==> src/rtl/ctrl_pkg.sv <==
// Shared types and encodings for the control decode stage: control word layout,
// opcode values, field encodings and the stage state enum.
package ctrl_pkg;

  localparam logic [6:0] OP_LOAD   = 7'b0000011;
  localparam logic [6:0] OP_STORE  = 7'b0100011;
  localparam logic [6:0] OP_RTYPE  = 7'b0110011;
  localparam logic [6:0] OP_BRANCH = 7'b1100011;
  localparam logic [6:0] OP_IALU   = 7'b0010011;
  localparam logic [6:0] OP_JAL    = 7'b1101111;
  localparam logic [6:0] OP_JALR   = 7'b1100111;
  localparam logic [6:0] OP_LUI    = 7'b0110111;
  localparam logic [6:0] OP_AUIPC  = 7'b0010111;

  localparam logic [2:0] IMM_I = 3'b000;
  localparam logic [2:0] IMM_S = 3'b001;
  localparam logic [2:0] IMM_B = 3'b010;
  localparam logic [2:0] IMM_J = 3'b011;
  localparam logic [2:0] IMM_U = 3'b100;

  localparam logic [1:0] RES_ALU = 2'b00;
  localparam logic [1:0] RES_MEM = 2'b01;
  localparam logic [1:0] RES_PC4 = 2'b10;
  localparam logic [1:0] RES_IMM = 2'b11;

  localparam logic [1:0] JMP_NONE = 2'b00;
  localparam logic [1:0] JMP_JAL  = 2'b01;
  localparam logic [1:0] JMP_JALR = 2'b10;

  localparam logic [1:0] ALU_ADD   = 2'b00;
  localparam logic [1:0] ALU_SUB   = 2'b01;
  localparam logic [1:0] ALU_FUNCT = 2'b10;
  localparam logic [1:0] ALU_LUI   = 2'b11;

  typedef enum logic {RUN = 1'b0, HALT = 1'b1} state_t;

  typedef struct packed {
    logic       branch;
    logic [1:0] jump;
    logic [1:0] result_src;
    logic       mem_write;
    logic       alu_src;
    logic [2:0] imm_src;
    logic       reg_write;
    logic [1:0] alu_op;
    logic       alu_a_pc;
    logic       illegal;
    logic [2:0] funct3;
    logic [4:0] rd;
    logic [4:0] rs1;
    logic [4:0] rs2;
  } ctrl_t;

endpackage

==> src/rtl/opcode_decoder.sv <==
// Combinational opcode-to-control decode. DECODE_ILLEGAL_TRAP_EN selects whether
// unknown opcodes produce an illegal-only word or fall back to R-type.
module opcode_decoder
  import ctrl_pkg::*;
#(
  parameter int INSTR_W = 32
) (
  input  logic [INSTR_W-1:0] instr,
  output ctrl_t              ctrl
);

  logic [6:0] opcode;
  logic       unused_hi;

  assign opcode    = instr[6:0];
  assign unused_hi = ^instr[INSTR_W-1:25];

  always_comb begin
    ctrl        = '0;
    ctrl.funct3 = instr[14:12];
    ctrl.rd     = instr[11:7];
    ctrl.rs1    = instr[19:15];
    ctrl.rs2    = instr[24:20];
    case (opcode)
      OP_LOAD: begin
        ctrl.reg_write = 1'b1; ctrl.imm_src = IMM_I; ctrl.alu_src = 1'b1;
        ctrl.result_src = RES_MEM; ctrl.alu_op = ALU_ADD;
      end
      OP_STORE: begin
        ctrl.imm_src = IMM_S; ctrl.alu_src = 1'b1; ctrl.mem_write = 1'b1;
        ctrl.alu_op = ALU_ADD;
      end
      OP_RTYPE: begin
        ctrl.reg_write = 1'b1; ctrl.alu_op = ALU_FUNCT;
      end
      OP_BRANCH: begin
        ctrl.imm_src = IMM_B; ctrl.branch = 1'b1; ctrl.alu_op = ALU_SUB;
      end
      OP_IALU: begin
        ctrl.reg_write = 1'b1; ctrl.alu_src = 1'b1; ctrl.alu_op = ALU_FUNCT;
      end
      OP_JAL: begin
        ctrl.reg_write = 1'b1; ctrl.imm_src = IMM_J; ctrl.result_src = RES_PC4;
        ctrl.jump = JMP_JAL;
      end
      OP_JALR: begin
        ctrl.reg_write = 1'b1; ctrl.alu_src = 1'b1; ctrl.result_src = RES_PC4;
        ctrl.alu_op = ALU_FUNCT; ctrl.jump = JMP_JALR;
      end
      OP_LUI: begin
        ctrl.reg_write = 1'b1; ctrl.imm_src = IMM_U; ctrl.alu_src = 1'b1;
        ctrl.result_src = RES_IMM; ctrl.alu_op = ALU_LUI;
      end
      OP_AUIPC: begin
        ctrl.reg_write = 1'b1; ctrl.imm_src = IMM_U; ctrl.alu_src = 1'b1;
        ctrl.alu_op = ALU_ADD; ctrl.alu_a_pc = 1'b1;
      end
      default: begin
`ifdef DECODE_ILLEGAL_TRAP_EN
        // Trap word carries no side effects; register fields are cleared too.
        ctrl         = '0;
        ctrl.illegal = 1'b1;
`else
        ctrl.reg_write = 1'b1; ctrl.alu_op = ALU_FUNCT;
`endif
      end
    endcase
  end

endmodule

==> src/rtl/control_decode_stage.sv <==
// Decode stage: decodes each accepted instruction and queues it in a small FIFO.
// With DECODE_ILLEGAL_TRAP_EN defined, an illegal push halts intake until flush.
module control_decode_stage
  import ctrl_pkg::*;
#(
  parameter int INSTR_W = 32,
  parameter int ADDR_W  = 32,
  parameter int DEPTH   = 2
) (
  input  logic               clk_i,
  input  logic               rst_i,
  input  logic               in_valid_i,
  output logic               in_ready_o,
  input  logic [INSTR_W-1:0] instr_i,
  input  logic [ADDR_W-1:0]  pc_i,
  input  logic               flush_i,
  output logic               out_valid_o,
  input  logic               out_ready_i,
  output ctrl_t              ctrl_o,
  output logic [ADDR_W-1:0]  pc_o
);

  localparam int PTR_W = (DEPTH > 1) ? $clog2(DEPTH) : 1;
  localparam int CNT_W = $clog2(DEPTH + 1);
  localparam logic [PTR_W-1:0] LAST = PTR_W'(DEPTH - 1);
  localparam logic [CNT_W-1:0] FULL = CNT_W'(DEPTH);

  ctrl_t             ctrl_mem [DEPTH];
  logic [ADDR_W-1:0] pc_mem   [DEPTH];
  logic [PTR_W-1:0]  wptr, rptr;
  logic [CNT_W-1:0]  count;
  state_t            state;
  ctrl_t             dec;
  logic              push, pop;

  opcode_decoder #(.INSTR_W(INSTR_W)) u_dec (
    .instr (instr_i),
    .ctrl  (dec)
  );

  assign out_valid_o = (count != '0);
  assign pop         = out_valid_o && out_ready_i;
  // A same-cycle pop frees a slot, so a full buffer can still accept.
  assign in_ready_o  = (count < FULL || pop) && state == RUN && !flush_i;
  assign push        = in_valid_i && in_ready_o;
  assign ctrl_o      = out_valid_o ? ctrl_mem[rptr] : '0;
  assign pc_o        = out_valid_o ? pc_mem[rptr]   : '0;

  always_ff @(posedge clk_i) begin
    if (rst_i || flush_i) begin
      count <= '0;
      wptr  <= '0;
      rptr  <= '0;
      state <= RUN;
    end else begin
      if (push) wptr <= (wptr == LAST) ? '0 : wptr + 1'b1;
      if (pop)  rptr <= (rptr == LAST) ? '0 : rptr + 1'b1;
      if (push && !pop)      count <= count + 1'b1;
      else if (pop && !push) count <= count - 1'b1;
`ifdef DECODE_ILLEGAL_TRAP_EN
      if (push && dec.illegal) state <= HALT;
`endif
    end
  end

  always_ff @(posedge clk_i) begin
    if (push) begin
      ctrl_mem[wptr] <= dec;
      pc_mem[wptr]   <= pc_i;
    end
  end

endmodule
==> config.mk <==
export PLATFORM = sky130hd
export DESIGN_NAME = control_decode_stage
export DESIGN_NICKNAME = d
export VERILOG_FILES = /design/src/rtl/ctrl_pkg.sv /design/src/rtl/opcode_decoder.sv /design/src/rtl/control_decode_stage.sv
export SDC_FILE = /design/constraint.sdc
export NUM_CORES = 1
export LEC_CHECK = 0
export CORE_UTILIZATION = 35
export CTS_CLUSTER_DIAMETER = 100
export CTS_CLUSTER_SIZE = 14
export DETAILED_ROUTE_END_ITERATION = 8
export PLACE_DENSITY = 0.62
export SYNTH_ARGS = -nofsm -noshare
export SYNTH_HDL_FRONTEND = slang
export SYNTH_HIERARCHICAL = 1
export SYNTH_SLANG_ARGS = --single-unit
==> constraint.sdc <==
create_clock -name clk_i -period 10 [get_ports clk_i]
set_input_delay 1.5 -clock clk_i [delete_from_list [all_inputs] [get_ports clk_i]]
set_output_delay 1.5 -clock clk_i [all_outputs]
set_load 0.005 [all_outputs]
==> impl_results.md <==
- CTS buffer count: 17
- Vias per cell: about 4.6
- WL final: between 10 and 15 mm
- Largest net degree at the start of global routing: 66
- CP arrival: 2.71 ns
- Worst-path maximum fanout: 5
- Tightest Pin Transition: 1.050 ns
- Nets: around 550
- Avg WL per Cell: ~15 µm
- Clock slew at the register clock pins of the worst setup and hold paths: 0.05 ns
- Hold Violations, Final: 0
- Startpoint Class: input pin
- Syn Nets: 435
- Clk_lat worst skew: 0.42 ns
- N_diodes: 0
- Post-synthesis cell type count: 35
- Clk sinks: about 140
- # setup viols final: 0
- Hold Path Cell Cnt: 2
- Fin Setup TNS: 0 ns
- Cell Int Power: 0.001163 W
- Worst r2r src: count[1]$_SDFFE_PP0P_
- Area grow syn2layout: 34.89%
- I/O pin count: 136
- Slew Viols, Final: 0
- RSZ-0062 raised after global routing: false
- Gr usage total: between 10% and 20%
- Critical path data required time: 8.50 ns
- Die area: roughly 0.016 mm²
- EDFF count, synth: 130
- DRC violations left: 0
- Max Fclk: around 0.24 GHz
- Reg-to-reg endpoint: pc_mem[1][3]$_DFFE_PP_
- WHS Endpoint: wptr$_SDFFE_PP0N_
- Hold Startpoint: wptr$_SDFFE_PP0N_
- Antenna violations before repair: 1
- Hpwl dp: 6.292 mm
- Endpoint type of the worst setup path: primary output
- Clk_skew: 0.009843 ns
- GP Congestion: approximately 0.77
- Syn Area/Cell: between 15 and 20 µm²
- Initial Util: between 30% and 40%
- Pwr Density: 190.5 mW/mm²
- YS warnings: 6
- Via count of the first global-routing pass: roughly 3300
- Worst R2R Setup Slack: 8.01 ns
- Area leader, netlist: edfxtp_1
- Post-layout min period: 4.205 ns
- Post-CTS Hold Buffers: 0
- Setup bufs post-CTS: 0
- Synth top area share: between 60% and 70%
- Detailed Route Iter0 Violations: between 150 and 200
- Tcrit/Tclk final: roughly 42%
- Slew headroom: a little under a third
- Synth async-reset ratio: 0%
- Clock share of power: a little under half
- Most frequent cell after synthesis: edfxtp_1
- Net load switching power: between 0.0002 and 0.0003 W
- Critical path type: in -> out
- Seq cells post-synth: 135
- Port Buffer Count: approximately 130
- Top cell by count, worst path: clkdlybuf4s50_1
- Layout cell share with drive strength beyond 1: about 8.4%
- Switching Share: a little under a fifth
- Top delay family on crit path: buffers and inverters
- Final cell count without fillers: around 700
- Seq/Total Area, Yosys: a little under three quarters
- Die Height: ~130 µm
- Hold WC Path Type: reg -> reg
- Top post-synthesis cells by area: edfxtp_1 (70%), mux2i_1 (12%), nor2_1 (5.1%)
- DR pass1 iterations: 6
- Logic pwr share: under 10%
- Grt ovf: 0
- Post-route ant nets: 0
- Gate Count Post-Synth: 365
- CTS resizes: 0
- Die X-Extent: approximately 130 µm
- Crit path cell chain: clkdlybuf4s50_1 -> nor2b_4 -> nor2_1 -> clkdlybuf4s50_1
- Cell row count: 45
- VDD IR max: ~0.11 mV
- Placed insts: 670
- CTS H-Tree Depth: 4
- Core outline area: approximately 0.015 mm²
- First-pass GRT wire length: about 17 mm
- Root Buffer Master: clkbuf_16
- Highest-delay cell along the critical path: clkdlybuf4s50_1
- CTS max path bufs: 2
- CTS tree: yes
- Ys flop type: edfxtp_1
- Depth of the most critical reg-to-reg path: 3
- Status: finished clean
- Cell Area, Synth: 0.005587 mm²
- Vias: about 3200
- Crit path largest cell delay: around 0.53 ns
- Leakage power: approximately 2.4 nW
- Flop pwr share: between 40 and 50%
- Max Cap Viol: 0
- Worst path buffer plus inverter count: 2
- Synth cell count leaders: edfxtp_1 (130), nor2_1 (76), mux2i_1 (66)
-- placed cells by master (no fill, tap or decap), types with 2 or more instances in the layout --
cell type and instances:
a21oi_1 5, buf_4 3, bufinv_16 6, clkbuf_1 4, clkbuf_16 17, clkdlybuf4s50_1 128
clkinv_1 2, clkinv_2 3, dfxtp_1 4, edfxtp_1 130, inv_1 2, mux2i_1 66
nand2_1 3, nand3_1 4, nand4_1 2, nor2_1 75, nor2b_1 3, nor3_1 3
nor3b_1 2, o21ai_0 3, or2_2 2, or3_1 4, xor2_1 3
-- per-stage QoR --
step / setup slack [ns] / hold slack, ns / power [W] / cell area [µm²] / util (%)
after floorplan: 1.470 / 0.4653 / 0.0007073 / 5587 / -
after global placement: 5.812 / 0.4858 / 0.0007635 / 6893 / 44.84
after detailed placement: 5.798 / 0.4865 / 0.0007662 / 6893 / 44.84
after CTS: 5.792 / 0.5123 / 0.001456 / 7536 / 49.03
after global routing: 5.723 / 0.5551 / 0.001487 / 7536 / 49.03
final: 5.795 / 0.5110 / 0.001436 / 7536 / 49.03
-- sequential cells by signal (all words and copies together) (netlist names), named ones only --
register,count
wptr,1
count,2
rptr,1
ctrl_mem,66
pc_mem,64
-- power groups by stage --
stage          registers (W)  clock network, W  logic (W)
2_1_floorplan       0.000654                 0  0.0000531
3_3_place_gp        0.000652                 0   0.000111
3_5_place_dp        0.000653                 0   0.000113
4_1_cts             0.000641          0.000701   0.000114
5_1_grt             0.000643          0.000722   0.000123
6_report            0.000641          0.000683   0.000111
-- layout make-up --
class / instances / area, µm²
fill: 1346 / 7835
inverter: 2 / 7.507
multi-input combinational: 191 / 1310
clock buffer: 21 / 440.4
tap: 211 / 264.0
clock inverter: 11 / 202.7
timing repair buffer: 131 / 1304
sequential: 135 / 4008
-- cell families (layout without fill, tap and decap cells) --
| kind of cell | Yosys count | count (layout) | share of synthesized area (%) |
|---|---|---|---|
| DFF | 135 | 135 | 71.67 |
| and+or+nand+nor | 109 | 109 | 9.294 |
| muxes | 66 | 66 | 11.83 |
| buffers and inverters | 39 | 165 | 5.173 |
| AOI/OAI and AO/OA | 11 | 11 | 1.276 |
| xor gates and xnor gates | 3 | 3 | 0.4704 |
| adders and majority gates | 1 | 1 | 0.2239 |
| other | 1 | 1 | 0.06712 |
-- worst max path at each step --
stage,depth (start not counted),end,startpoint
floorplan,1,ctrl_mem[0][0]$_DFFE_PP_,flush_i
global placement,4,in_ready_o,out_ready_i
detailed placement,4,in_ready_o,out_ready_i
CTS,4,in_ready_o,out_ready_i
global route,4,ctrl_o[22],register
finish,4,in_ready_o,out_ready_i
-- worst register-to-register path, delay by kind of cell (launching register included) --
family           cells  cell delay [ns]
and+or+nand+nor      3             1.22
DFF                  1             0.36
-- routing by layer --
| metal | GRT usage [%] | vias up | routed length (µm) |
|---|---|---|---|
| met5 | 0 | - | 11 |
| met4 | 5.813 | 2 | 129 |
| met3 | 5.696 | 15 | 617 |
| met2 | 22.93 | 98 | 5169 |
| met1 | 15.98 | 1544 | 4699 |
| li1 | - | 1547 | - |
No activity file was read; power rests on OpenSTA's default activity.
